File: config.mk
export PLATFORM = sky130hd
export DESIGN_NAME = cpu_clock_ctrl
export DESIGN_NICKNAME = d
export VERILOG_FILES = /design/src/rtl/cpu_clk_ctrl_pkg.sv /design/src/rtl/btn_debounce.sv /design/src/rtl/cpu_clock_ctrl.sv
export SDC_FILE = /design/constraint.sdc
export NUM_CORES = 1
export LEC_CHECK = 0
export BUFFER_PORTS_ARGS = -buffer_cell sky130_fd_sc_hd__buf_2
export CORE_UTILIZATION = 50
export CTS_BUF_LIST = sky130_fd_sc_hd__clkbuf_8
export CTS_CLUSTER_DIAMETER = 50
export DETAILED_ROUTE_END_ITERATION = 10
export MAX_ROUTING_LAYER = met4
export PLACE_DENSITY = 0.66
export SLEW_MARGIN = 20
export SYNTH_ARGS = -nofsm -noshare
export SYNTH_HDL_FRONTEND = slang
export SYNTH_SLANG_ARGS = --single-unit
File: constraint.sdc
create_clock -name CLKI -period 2.97 [get_ports CLKI]
set_clock_uncertainty 0.15 [all_clocks]
set_input_delay 0.594 -clock CLKI [delete_from_list [all_inputs] [get_ports CLKI]]
set_output_delay 0.594 -clock CLKI [all_outputs]
set_load 0.01 [all_outputs]
File: src/rtl/cpu_clk_ctrl_pkg.sv
// Shared encodings for the CPU run/step/halt clock-enable sequencer.
// STATE drives the board LEDs directly, so these encodings are fixed.
package cpu_clk_ctrl_pkg;

    typedef enum logic [1:0] {
        S_PAUSE = 2'd0,
        S_RUN   = 2'd1,
        S_STEP  = 2'd2,
        S_HALT  = 2'd3
    } cpu_state_e;

    typedef enum logic [1:0] {
        RATE_DIV0 = 2'd0,
        RATE_DIV1 = 2'd1,
        RATE_DIV2 = 2'd2,
        RATE_FULL = 2'd3
    } rate_e;

    localparam int SYNC_STAGES = 2;

endpackage

File: src/rtl/btn_debounce.sv
// Synchronizes a bouncy push button, debounces it with a stable-cycle counter
// and emits a one-cycle pulse on each rising edge of the debounced level.
module btn_debounce #(
    parameter int DEBOUNCE_CYCLES = 1_000_000
) (
    input  logic CLKI,
    input  logic RST,
    input  logic btn,
    output logic rise
);

    localparam int DB_W = (DEBOUNCE_CYCLES > 1) ? $clog2(DEBOUNCE_CYCLES) : 1;
    localparam logic [DB_W-1:0] DB_LAST = DB_W'(DEBOUNCE_CYCLES - 1);

    logic            meta_q;
    logic            sync_q;
    logic [DB_W-1:0] stable_cnt_q;
    logic            level_q;
    logic            level_d1_q;

    always_ff @(posedge CLKI or negedge RST) begin
        if (!RST) begin
            meta_q <= 1'b0;
            sync_q <= 1'b0;
        end else begin
            meta_q <= btn;
            sync_q <= meta_q;
        end
    end

    // Any cycle where the input agrees with the level restarts the count.
    always_ff @(posedge CLKI or negedge RST) begin
        if (!RST) begin
            stable_cnt_q <= '0;
            level_q      <= 1'b0;
        end else if (sync_q != level_q) begin
            if (stable_cnt_q == DB_LAST) begin
                stable_cnt_q <= '0;
                level_q      <= sync_q;
            end else begin
                stable_cnt_q <= stable_cnt_q + DB_W'(1);
            end
        end else begin
            stable_cnt_q <= '0;
        end
    end

    always_ff @(posedge CLKI or negedge RST) begin
        if (!RST) begin
            level_d1_q <= 1'b0;
        end else begin
            level_d1_q <= level_q;
        end
    end

    assign rise = level_q & ~level_d1_q;

endmodule

File: src/rtl/cpu_clock_ctrl.sv
// Run/step/halt sequencer producing the single-cycle CPU_EN pulse that gates
// every CPU register; no derived clock, everything runs on CLKI.
module cpu_clock_ctrl
    import cpu_clk_ctrl_pkg::*;
#(
    parameter int DIV0            = 99_999_999,
    parameter int DIV1            = 9_999_999,
    parameter int DIV2            = 999_999,
    parameter int DEBOUNCE_CYCLES = 1_000_000,
    parameter int CNT_W           = 27
) (
    input  logic       CLKI,
    input  logic       RST,
    input  logic       MODE_RUN,
    input  logic       STEP_BTN,
    input  logic [1:0] RATE_SEL,
    input  logic       HALT,
    output logic       CPU_EN,
    output logic [1:0] STATE,
    output logic       TICK_LED
);

    logic [SYNC_STAGES-1:0] mode_sync_q;
    logic [1:0]             rate_meta_q;
    logic [1:0]             rate_sync_q;
    logic                   mode_s;
    rate_e                  rate_s;
    logic                   step_evt;

    cpu_state_e             state_q, state_d;
    logic [CNT_W-1:0]       cnt_q, cnt_d;
    logic [CNT_W-1:0]       term;
    logic                   en_q, en_d;
    logic                   tick_q, tick_d;

    // Slide switch and rate select are slow levels; a plain 2-FF chain suffices.
    always_ff @(posedge CLKI or negedge RST) begin
        if (!RST) begin
            mode_sync_q <= '0;
            rate_meta_q <= '0;
            rate_sync_q <= '0;
        end else begin
            mode_sync_q <= {mode_sync_q[SYNC_STAGES-2:0], MODE_RUN};
            rate_meta_q <= RATE_SEL;
            rate_sync_q <= rate_meta_q;
        end
    end

    assign mode_s = mode_sync_q[SYNC_STAGES-1];
    assign rate_s = rate_e'(rate_sync_q);

    btn_debounce #(
        .DEBOUNCE_CYCLES(DEBOUNCE_CYCLES)
    ) u_step_db (
        .CLKI (CLKI),
        .RST  (RST),
        .btn  (STEP_BTN),
        .rise (step_evt)
    );

    // Full rate uses a terminal count of zero so the >= compare fires every cycle.
    always_comb begin
        term = '0;
        case (rate_s)
            RATE_DIV0: term = CNT_W'(DIV0);
            RATE_DIV1: term = CNT_W'(DIV1);
            RATE_DIV2: term = CNT_W'(DIV2);
            RATE_FULL: term = '0;
            default:   term = '0;
        endcase
    end

    always_ff @(posedge CLKI or negedge RST) begin
        if (!RST) begin
            state_q <= S_PAUSE;
            cnt_q   <= '0;
            en_q    <= 1'b0;
            tick_q  <= 1'b0;
        end else begin
            state_q <= state_d;
            cnt_q   <= cnt_d;
            en_q    <= en_d;
            tick_q  <= tick_d;
        end
    end

    // en_d is the value CPU_EN takes next cycle, so the enable stays registered.
    always_comb begin
        state_d = state_q;
        cnt_d   = '0;
        en_d    = 1'b0;
        case (state_q)
            S_PAUSE: begin
                if (HALT) begin
                    state_d = S_HALT;
                end else if (mode_s) begin
                    state_d = S_RUN;
                end else if (step_evt) begin
                    state_d = S_STEP;
                    en_d    = 1'b1;
                end
            end
            S_STEP: begin
                state_d = S_PAUSE;
            end
            S_RUN: begin
                if (HALT) begin
                    state_d = S_HALT;
                end else if (!mode_s) begin
                    state_d = S_PAUSE;
                end else if (cnt_q >= term) begin
                    en_d = 1'b1;
                end else begin
                    cnt_d = cnt_q + CNT_W'(1);
                end
            end
            S_HALT: begin
                if (!HALT) begin
                    state_d = S_PAUSE;
                end
            end
            default: begin
                state_d = S_PAUSE;
            end
        endcase
        tick_d = tick_q ^ en_d;
    end

    assign CPU_EN   = en_q;
    assign STATE    = state_q;
    assign TICK_LED = tick_q;

endmodule

# [Word-level counts from Yosys, hierarchy flattened]
# Cells that the tools add are included.
[op_classes] reduce_logical=4 n_mux=21 bitwise_logic=3 addsub=2 magnitude_cmp=1 eq_ne=11
[op_table] cell="27-bit 2-to-1 mux" count=4
[op_table] cell="27-bit one-hot mux with 4 select lines" count=1
[op_table] cell="20-bit 2-to-1 mux" count=2
[op_table] cell="27-bit by 1-bit adder with 27-bit output, second input constant" count=1
[op_table] cell="27-bit >= comparator" count=1
[op_table] cell="20-bit by 1-bit adder with 20-bit output, second input constant" count=1
[op_table] cell="20-bit equality test, second input constant" count=1
[op_table] cell="2-bit 2-to-1 mux" count=6
[op_table] cell="2-bit equality test, second input constant" count=4
[op_table] cell="2-bit one-hot mux with 4 select lines" count=1
[op_table] cell="1-bit 2-to-1 mux" count=6
[op_table] cell="2-bit by 1-bit equality test with 1-bit output, second input constant" count=2
[op_table] cell="2-bit logical NOT" count=2
[op_table] cell="4-bit inequality test, second input constant" count=1
[op_table] cell="3-bit inequality test, second input constant" count=1
[op_table] cell="3-bit AND reduction" count=1
[op_table] cell="2-bit inequality test, second input constant" count=1
[op_table] cell="1-bit one-hot mux with 2 select lines" count=1
[op_table] cell="2-bit AND reduction" count=1
[op_table] cell="1-bit AND" count=1
[op_table] cell="1-bit inequality test" count=1
[op_table] cell="1-bit NOT" count=1
[op_table] cell="1-bit bitwise XOR" count=1
[word_totals] ff_bits=61 out_inout_bits=4

# [Longest topological paths before layout]
# Gate-level depths: netlist of the first run.
[depth] word_depth=8 mapped_depth=11

# [Cells and area by module]
# A second synthesis of the first run with hierarchy kept.
[unflattened] cells_unflattened=353 hier_area_um2=3427.0
[modules_own_cells] module="cpu_clock_ctrl" area_per_inst_um2=2280.9 cells_each=245 instances=1 seq_area_each_um2=925.9
[modules_own_cells] module="btn_debounce" area_per_inst_um2=1146.1 cells_each=108 instances=1 seq_area_each_um2=600.6

# [Worst setup path before layout of the first run]
# No wires, ideal clock.
[synth_path] path_type="register to register" from="register rate_sync_q[1] (netlist: rate_s[1])" to="register cnt_q[11]" setup_time_ps=69 path_slack_ps=401 period_less_slack_ps=2569 arrival_time_ps=2349 required_time_ps=2751 stages_incl_launch_ff=12 cell_sequence="dfrtp_1 -> inv_1 -> ha_1 -> inv_1 -> ha_1 -> a21oi_1 -> o21ai_0 -> a221o_1 -> nor3_4 -> nand3_4 -> buf_8 -> nor2_2"
[synth_between] elab_chain_len=7
[synth_rtl] item="from (decl)" line="cpu_clock_ctrl.sv:25" source="logic [1:0] rate_sync_q;"
[synth_rtl] item="from (signal assigned)" line="cpu_clock_ctrl.sv:45" source="rate_sync_q <= rate_meta_q;"
[synth_rtl] item="2-bit equality test, or another cell as far along" line="cpu_clock_ctrl.sv:64" source="case (rate_s)"
[synth_rtl] item="27-bit one-hot mux with 4 select lines (*)" line="cpu_clock_ctrl.sv:64"
[synth_rtl] item="27-bit >= comparator (*)" line="cpu_clock_ctrl.sv:111" source="end else if (cnt_q >= term) begin"
[synth_rtl] item="27-bit 2-to-1 mux (*)" line="cpu_clock_ctrl.sv:111"
[synth_rtl] item="27-bit 2-to-1 mux (*)" line="cpu_clock_ctrl.sv:109" source="end else if (!mode_s) begin"
[synth_rtl] item="27-bit 2-to-1 mux (*)" line="cpu_clock_ctrl.sv:107" source="if (HALT) begin"
[synth_rtl] item="27-bit 2-to-1 mux (*)" line="cpu_clock_ctrl.sv:92" source="case (state_q)"
[synth_rtl] item="via cnt_d[11]" line="cpu_clock_ctrl.sv:31" source="logic [CNT_W-1:0] cnt_q, cnt_d;"
[synth_rtl] item="to (signal assigned)" line="cpu_clock_ctrl.sv:81" source="cnt_q <= cnt_d;"
[synth_rtl] item="to (decl)" line="cpu_clock_ctrl.sv:31"
# The timed path passes the listed nets; every way through them passes the cells marked *. The select of a mux whose other input is x is not followed.
# A chain may end at the register's enable or synchronous reset.

# [Worst setup path in the final report of the first run]
[layout_path] from="register rate_sync_q[0] (netlist: rate_s[0])" to="register cnt_q[15]"
# Same word-level chain as after synthesis.

==> results of run 1 <==
per-layer routing:
| metal | wire (µm) | part of all wire, % | track usage (%) | up-vias |
|---|---|---|---|---|
| met3 | 223 | 3.4 | 4.96 | 10 |
| met2 | 3200 | 48 | 33.5 | 39 |
| met4 | 129 | 1.9 | 5.91 | 0 |
| li1 | - | - | - | 1243 |
| met5 | 0 | 0 | - | - |
| met1 | 3080 | 46 | 24.7 | 1187 |
per-stage QoR:
stage / power [mW] / area [µm²] / TNS (ns) / instances
3_5_place_dp: 0.966 / 3580 / 0 / 432
4_1_cts: 1.80 / 3800 / 0 / 448
5_1_grt: 1.86 / 3880 / -0.353 / 453
6_report: 1.78 / 3880 / 0 / 453
3_3_place_gp: 0.962 / 3580 / 0 / 432
2_1_floorplan: 0.927 / 3480 / 0 / 347
worst paths after layout:
kind	to	from	slack [ns]
worst max-delay path	cnt_q[15]$_DFF_PN0_	rate_s[0]$_DFF_PN0_	0.13
worst min-delay path	cnt_q[13]$_DFF_PN0_	RST	0.09
worst max register to register	cnt_q[15]$_DFF_PN0_	rate_s[0]$_DFF_PN0_	0.13
worst min register to register	mode_sync_q[1]$_DFF_PN0_	mode_sync_q[0]$_DFF_PN0_	0.20
max in group asynchronous	cnt_q[0]$_DFF_PN0_	RST	1.97
min in group CLKI	mode_sync_q[1]$_DFF_PN0_	mode_sync_q[0]$_DFF_PN0_	0.20
power by group:
group,leakage (nW),internal [mW],switching [mW]
sequential,0.822,0.842,0.00843
clock,0.106,0.476,0.350
combinational,0.728,0.0377,0.0677
total,1.66,1.36,0.426
cells in the mapped netlist, drive strengths merged, types with 2 or more instances:
library cell,instances
or4,2
or2,3
nand2,22
xnor2,23
inv,16
buf,7
and2,4
and3,8
xor2,21
and4b,4
nor2,68
a21oi,9
ha,23
nand3,22
nor4,5
dfrtp,61
o311ai,2
nand4,9
o21ai,8
nor4b,3
nor3,8
area by class of cell:
cell class	count	area (µm²)
fill	585	2880
multi-input combinational	265	1860
sequential	61	1530
clock buffer	9	124
timing repair buffer	15	113
tap	80	100
clock inverter	7	97.6
inverter	16	60.1
registers in the layout, indices dropped and copies added (netlist names):
register	cells
u_step_db.meta_q	1
rate_meta_q	2
u_step_db.sync_q	1
u_step_db.level_q	1
STATE	2
TICK_LED	1
cnt_q	27
CPU_EN	1
u_step_db.stable_cnt_q	20
u_step_db.level_d1_q	1
mode_sync_q	2
rate_s	2
cell families after synthesis:
logic type / count (synthesis) / share of synthesized area, %
xor gates and xnor gates: 44 / 11.1
muxes: 2 / 0.611
buffers and inverters: 23 / 3.99
AOI/OAI and AO/OA: 30 / 6.44
DFF: 61 / 43.9
adders and majority gates: 23 / 8.27
and+or+nand+nor: 164 / 25.7
repair_timing:
| action | CTS | global route |
|---|---|---|
| setup buffers | 0 | 3 |
| setup endpoints to repair | 0 | 27 |
| hold buffers | 0 | 0 |
| resized for setup | 0 | 5 |
==> flow_results.org, run 1 <==
** Timing
- Final Critical Period :: 2.84 ns
- Worst setup margin :: 0.125 ns
- In the finished design, the share of the clock period the worst path needs comes to 95.8%.
- Slew margin rel. :: 47.4%
- The final count of hold timing violations was 0.
- Final worst hold slack :: 0.0931 ns
- Tightest Pin Transition :: 0.788 ns
- For this run, the top clock speed supported by timing is between 300 and 400 MHz.
- The final count of pins violating max slew came to 0.
- Setup violations remaining at the end of the flow were counted as 0.

** Final layout
- Leaving out fill and tap cells, the most frequent cell in the layout is sky130_fd_sc_hd__dfrtp_1.
- The library cells used most frequently in the layout, excluding fill and tap cells, are 61 x sky130_fd_sc_hd__dfrtp_1, 48 x sky130_fd_sc_hd__nor2_1, 23 x sky130_fd_sc_hd__xnor2_1.
- Proportion of layout cells with a drive suffix above 1 :: 18.5%
- The repair_antennas step left the layout with diodes totalling 0.
- The area growth from synthesis to layout is 11.5%.
- Final layout net count :: 398
- Once layout is complete, the utilization of the core stands at 57.4%.

** Logic synthesis
- The synthesized design spends more area on one cell type than any other, namely sky130_fd_sc_hd__dfrtp_1.
- The mapped netlist covers 3480 µm².
- For this run, the register share of the synthesized area comes to between 40% and 50%.
- Counting flops with a built-in enable in the synthesized netlist gives 0.
- Ys Warns :: 0
- Area share of the largest cell type after synthesis :: a little over two fifths
- Synthesis produced a netlist whose cell count is 347.
- The number of nets in the synthesized netlist is 377.
- For this run, asynchronously set or reset flops after synthesis account for 100%.
- Counting flops and latches in the post-synthesis netlist gives 61.
- Commonest register cell after synthesis :: sky130_fd_sc_hd__dfrtp_1
- By area the synthesized netlist is led by sky130_fd_sc_hd__dfrtp_1 44%, sky130_fd_sc_hd__ha_1 8.3%, sky130_fd_sc_hd__xnor2_1 5.8%.
- The average instance in the mapped netlist occupies 10.0 µm².
- Number of distinct library cell variants in the gate-level netlist after synthesis :: 55

** Floorplan
- Die H :: about 85 µm
- After floorplanning, the core was divided into 30 placement rows.
- The die is ~85 µm wide.
- 11 I/O pins were placed.
- Once the floorplan was initialized, standard cells occupied 51.5% of the core.
- Core Region :: roughly 6800 µm²
- Die Area :: 7290 µm²

** Run
- Count of maximum capacitance violations :: 0

** Critical path
- The worst setup path is of the reg -> reg kind.
- The critical path runs through a total of 10 cells.
- R2r worst-path depth :: 10
- Launching element type of the critical path :: register
- On the critical path, the stage with the largest delay is an instance of sky130_fd_sc_hd__a221o_1.
- Worst stage delay on the critical path :: 0.46 ns
- Data required time at the worst endpoint :: roughly 3.1 ns
- Grouping stages by cell kind, the critical path spends the most delay in simple AND/OR/NAND/NOR gates.
- Buf+Inv Stages, Crit Path :: 3
- Max FO, Critical Path :: 7
- Critical path cell sequence :: inv_1 -> ha_2 -> inv_1 -> ha_1 -> and4b_1 -> a221o_1 -> nor3_4 -> buf_4 -> nand3_4 -> nor2_2
- Most prevalent standard cell on the critical path :: sky130_fd_sc_hd__inv_1
- Worst EP arrival :: slightly below 3 ns
- Worst setup EP type :: register

** Clocking
- Number of buffers created by CTS :: 9
- TritonCTS built the clock tree.
- H-tree Lvls :: 3
- Clock-pin slew was measured on the worst setup and hold paths at 0.08 ns.
- Counting along the longest clock path gives a buffer depth of 2.
- For this design, the sink count on the clock tree is 61.
- CTS placed an instance of sky130_fd_sc_hd__clkbuf_8 at the clock tree root.
- The later pin in the worst-skew pair is clocked with a latency of 0.34 ns.

** Global routing
- Entering global routing, the biggest net connects 37 pins.
- For this run, the total global-route usage over all layers was measured as 20.3%.
- The first global-routing pass estimated 11,200 µm of wire.
- Total congestion overflow :: 0
- Initial antenna violation count :: 0
- The number of global-route vias before repair was 2,426.

** Power and ir drop
- Total power divided by cell area :: 460 nW/µm²
- Across the VDD grid, the largest voltage drop is between 300 and 400 µV.
- Leakage dissipation :: 1.66 nW

** Drt
- The first detailed-routing pass ran for 4 iterations.
- Using the TritonRoute via totals, the vias-per-cell ratio works out to 5.47.
- The count of nets left with antenna violations once routing finished came out at 0.
- Dividing the detail-routed wire length by the instance count gives 14.6 µm.
- The final layout contains routed wiring with a total length of 6630 µm.
- Via total after detailed routing :: roughly 2,500
- Number of violations reported at the end of detailed-routing iteration 0 :: 90
- Drc violations :: 0

** Min path
- In this run the worst hold path is classified as in -> async.

** Run status
- Status :: finished, final reports clean

** Placement
- At the placement stage, the worst setup path has a slack of roughly 0.017 ns.
- HPWL after detailed placement :: between 4000 and 5000 µm
- The congestion estimate from routability-driven global placement came to 0.799.
- Buffers placed on the I/O ports in this run total 10.
No activity file was read; power rests on OpenSTA's default activity.
==> inputs of run 2 (changes only) <==
- CTS_CLUSTER_DIAMETER: 50 -> unset
- clock period: 2.97 -> 2.7 ns (I/O delays scaled with it)
==> flow_results.org, run 2 (synthesized netlist as in run 1, its figures left out) <==
** Final layout
- The count of nets after finishing is 403 (+1.3%).
- Most common cell after layout, fill and taps aside :: sky130_fd_sc_hd__dfrtp_1
- Post-layout instance count excluding filler cells :: 458 (+1.1%)
- The antenna diode count is 0 (unchanged).
- cnt_q holds more flip-flops than any other register.
- The final core utilization was 59.2% (+1.8 points).
- Proportion of layout cells with a drive suffix above 1 :: 21.4% (+2.9 points)
- Area overhead of the layout relative to synthesis :: 15.0%
- In the final layout, the registers with the most flip-flops are cnt_q (27), u_step_db.stable_cnt_q (20).
- Largest register FFs :: 27 (unchanged)
- Top library cells by usage in the layout, fill and taps aside :: 61 x sky130_fd_sc_hd__dfrtp_1, 47 x sky130_fd_sc_hd__nor2_1, 23 x sky130_fd_sc_hd__xnor2_1
- Post-route standard cell area excluding fillers :: 4000 µm² (+3.1%)

** Critical path
- For this design, the slowest cell found on the critical path is sky130_fd_sc_hd__dfrtp_1.
- Critical path cell sequence :: buf_4 -> ha_4 -> inv_1 -> ha_1 -> or2_2 -> a21oi_1 -> a211oi_2 -> nor3_4 -> nand3_4 -> clkbuf_16 -> nor2_2
- Max FO, Critical Path :: 8 (+1)
- Worst EP arrival :: 2.80 ns (-0.17 ns)
- Worst setup EP type :: register
- STA classifies the critical path startpoint as a register.
- Critical path class :: reg -> reg
- The worst endpoint required time came to 2.83 ns (-0.26 ns).
- The largest stage delay on the critical path came to 0.35 ns (-0.11 ns).

** Run status
- The run finished with clean final reports.

** Clocking
- Number of clock sinks seen by CTS :: 61 (unchanged)
- H-tree Lvls :: 3 (unchanged)
- The register clock-pin slew on the reported worst setup and hold paths came to 0.08 ns (about the same).
- Clock insertion delay at the later pin of the skew report :: 0.35 ns (about the same)
- Number of buffers created by CTS :: 9 (unchanged)
- Root cell of the clock tree :: sky130_fd_sc_hd__clkbuf_8
- Buffer depth of the longest clock path :: 2 (unchanged)
- The hold-fix buffer count after cts is 0 (unchanged).
- Clock tree from TritonCTS :: yes

** Power and ir drop
- The post-route total power came to 1.98 mW (+11%).
- Net Sw Power :: 474 µW (+11%)
- The static leakage came to 1.71 nW (+3.5%).
- Total internal power :: 1.50 mW (+11%)
- Switching Fraction :: 24.0% (+0.057 points)
- Worst voltage drop across the vdd grid :: 420 µV (+24%)
- The total power per unit cell area is 494 nW/µm² (+7.5%).
- The clock share of power came to 46.0% (-0.4 points).
- The combinational cell fraction of total power was 6.6% (+0.7 points).
- Sequential share of power :: 47.4% (-0.3 points)

** Floorplan
- Number of placed I/O pins :: 11 (unchanged)
- The initial cell density of the core was 51.5% (unchanged).
- The floorplan core area was 6760 µm² (unchanged).
- Die outline width :: 85.4 µm (unchanged)
- The vertical extent of the die came to 85.4 µm (unchanged).
- Floorplan row count :: 30 (unchanged)
- Die Area :: 7290 µm² (unchanged)

** Timing
- Worst setup margin :: 0.0280 ns (-0.0972 ns)
- Hold Vio Cnt, Final :: 0 (unchanged)
- Setup total negative slack :: 0 ns (unchanged)
- The highest clock frequency the design can meet was 374 MHz (+6.5%).
- The final-report setup violation count is 0 (unchanged).
- Fraction of the cycle the final worst path needs :: 99.0% (+3.2 points)
- The time the final worst path needs with I/O delays and setup is 2.67 ns (-0.173 ns).
- Slew margin rel. :: 58.3% (+11 points)
- The worst hold slack after final layout was 0.0426 ns (-0.0505 ns).
- The final count of pins violating max slew came to 0 (unchanged).
- Tightest Pin Transition :: 0.621 ns (-0.166 ns)

** Placement
- The number of instances in the placed design came to 438 (+1.4%).
- The number of buffers added on ports is 10 (unchanged).
- The setup slack at placement is 0.0764 ns (+0.0593 ns).
- The sum of net half-perimeters after detailed placement came to 4610 µm (+1.9%).
- The last weighted congestion value of the routability-driven placer was 0.787 (-1.5%).
- Instance area after placement :: 3650 µm² (+2.0%)

** Drt
- Detail-routed via count per cell :: 5.43 (-0.73%)
- Detailed Routing Iterations Pass 1 :: 4 (unchanged)
- The initial detailed-routing violation count came to 73 (-19%).
- The overall routed net length was 6720 µm (+1.3%).
- Routed wire per std cell :: 14.7 µm (+0.16%)
- The via count is 2,488 (+0.36%).
- Antenna viol nets, final :: 0 (unchanged)
- Drc violations :: 0 (unchanged)

** Global routing
- Vias in the first global route :: 2,352 (-3.1%)
- Total Routing Usage GR :: 20.2% (-0.039 points)
- The leftover overflow at the end of global routing was 0 (unchanged).
- The initial antenna violation count was 0 (unchanged).
- The pin count of the biggest net entering global routing is 36 (-2.7%).
- Global-route wire length before repair :: 11,100 µm (-1.2%)

** Min path
- Path class of the lowest-slack min-delay path :: in -> async

** Run
- The max-capacitance violation count came to 0 (unchanged).
==> run 2: power groups by stage <==
stage | clock, mW | sequential (mW) | combinational (mW)
after floorplan | 0 | 0.955 | 0.0648
after global placement | 0 | 0.953 | 0.115
after detailed placement | 0 | 0.954 | 0.116
after CTS | 0.931 | 0.936 | 0.116
after global routing | 0.968 | 0.937 | 0.149
final | 0.910 | 0.936 | 0.130
==> run 2: final cells by class <==
type | count | area, µm²
clock inverters | 7 | 98.8
multi-input cells | 263 | 1870
repair buffers | 22 | 213
flip-flops and latches | 61 | 1530
clock buffers | 9 | 124
inverters | 16 | 62.6
fillers | 594 | 2760
well taps | 80 | 100
==> run 2: repair_timing <==
item,in CTS,in global routing
setup endpoints to repair,0,28
hold endpoints to repair,0,0
resized for setup,0,12
setup buffers,0,2
==> run 2: path summary, 6_finish.rpt <==
path,start,to,slack [ns],cells after the start
worst min register to register,mode_sync_q[0]$_DFF_PN0_,mode_sync_q[1]$_DFF_PN0_,0.20,0
worst min-delay path,RST,cnt_q[12]$_DFF_PN0_,0.04,1
max in group asynchronous,RST,u_step_db.stable_cnt_q[7]$_DFF_PN0_,1.74,2
worst max-delay path,rate_s[1]$_DFF_PN0_,cnt_q[25]$_DFF_PN0_,0.03,11
min in group CLKI,RATE_SEL[0],rate_meta_q[0]$_DFF_PN0_,0.15,1
worst max register to register,rate_s[1]$_DFF_PN0_,cnt_q[25]$_DFF_PN0_,0.03,11
==> run 2: layer usage <==
| layer | track usage [%] | routed length (µm) | up-vias |
|---|---|---|---|
| li1 | - | - | 1251 |
| met1 | 26.6 | 3310 | 1182 |
| met5 | - | 0 | - |
| met4 | 11.2 | 216 | 0 |
| met3 | 3.60 | 158 | 22 |
| met2 | 29.6 | 3030 | 33 |
==> run 2: worst max-delay path, delay by kind of cell, from the launching register on <==
family	cells	cell delay, ns
DFF	1	0.35
and+or+nand+nor	4	0.80
AOI/OAI and AO/OA	2	0.40
adders and majority gates	2	0.47
buffers and inverters	3	0.45
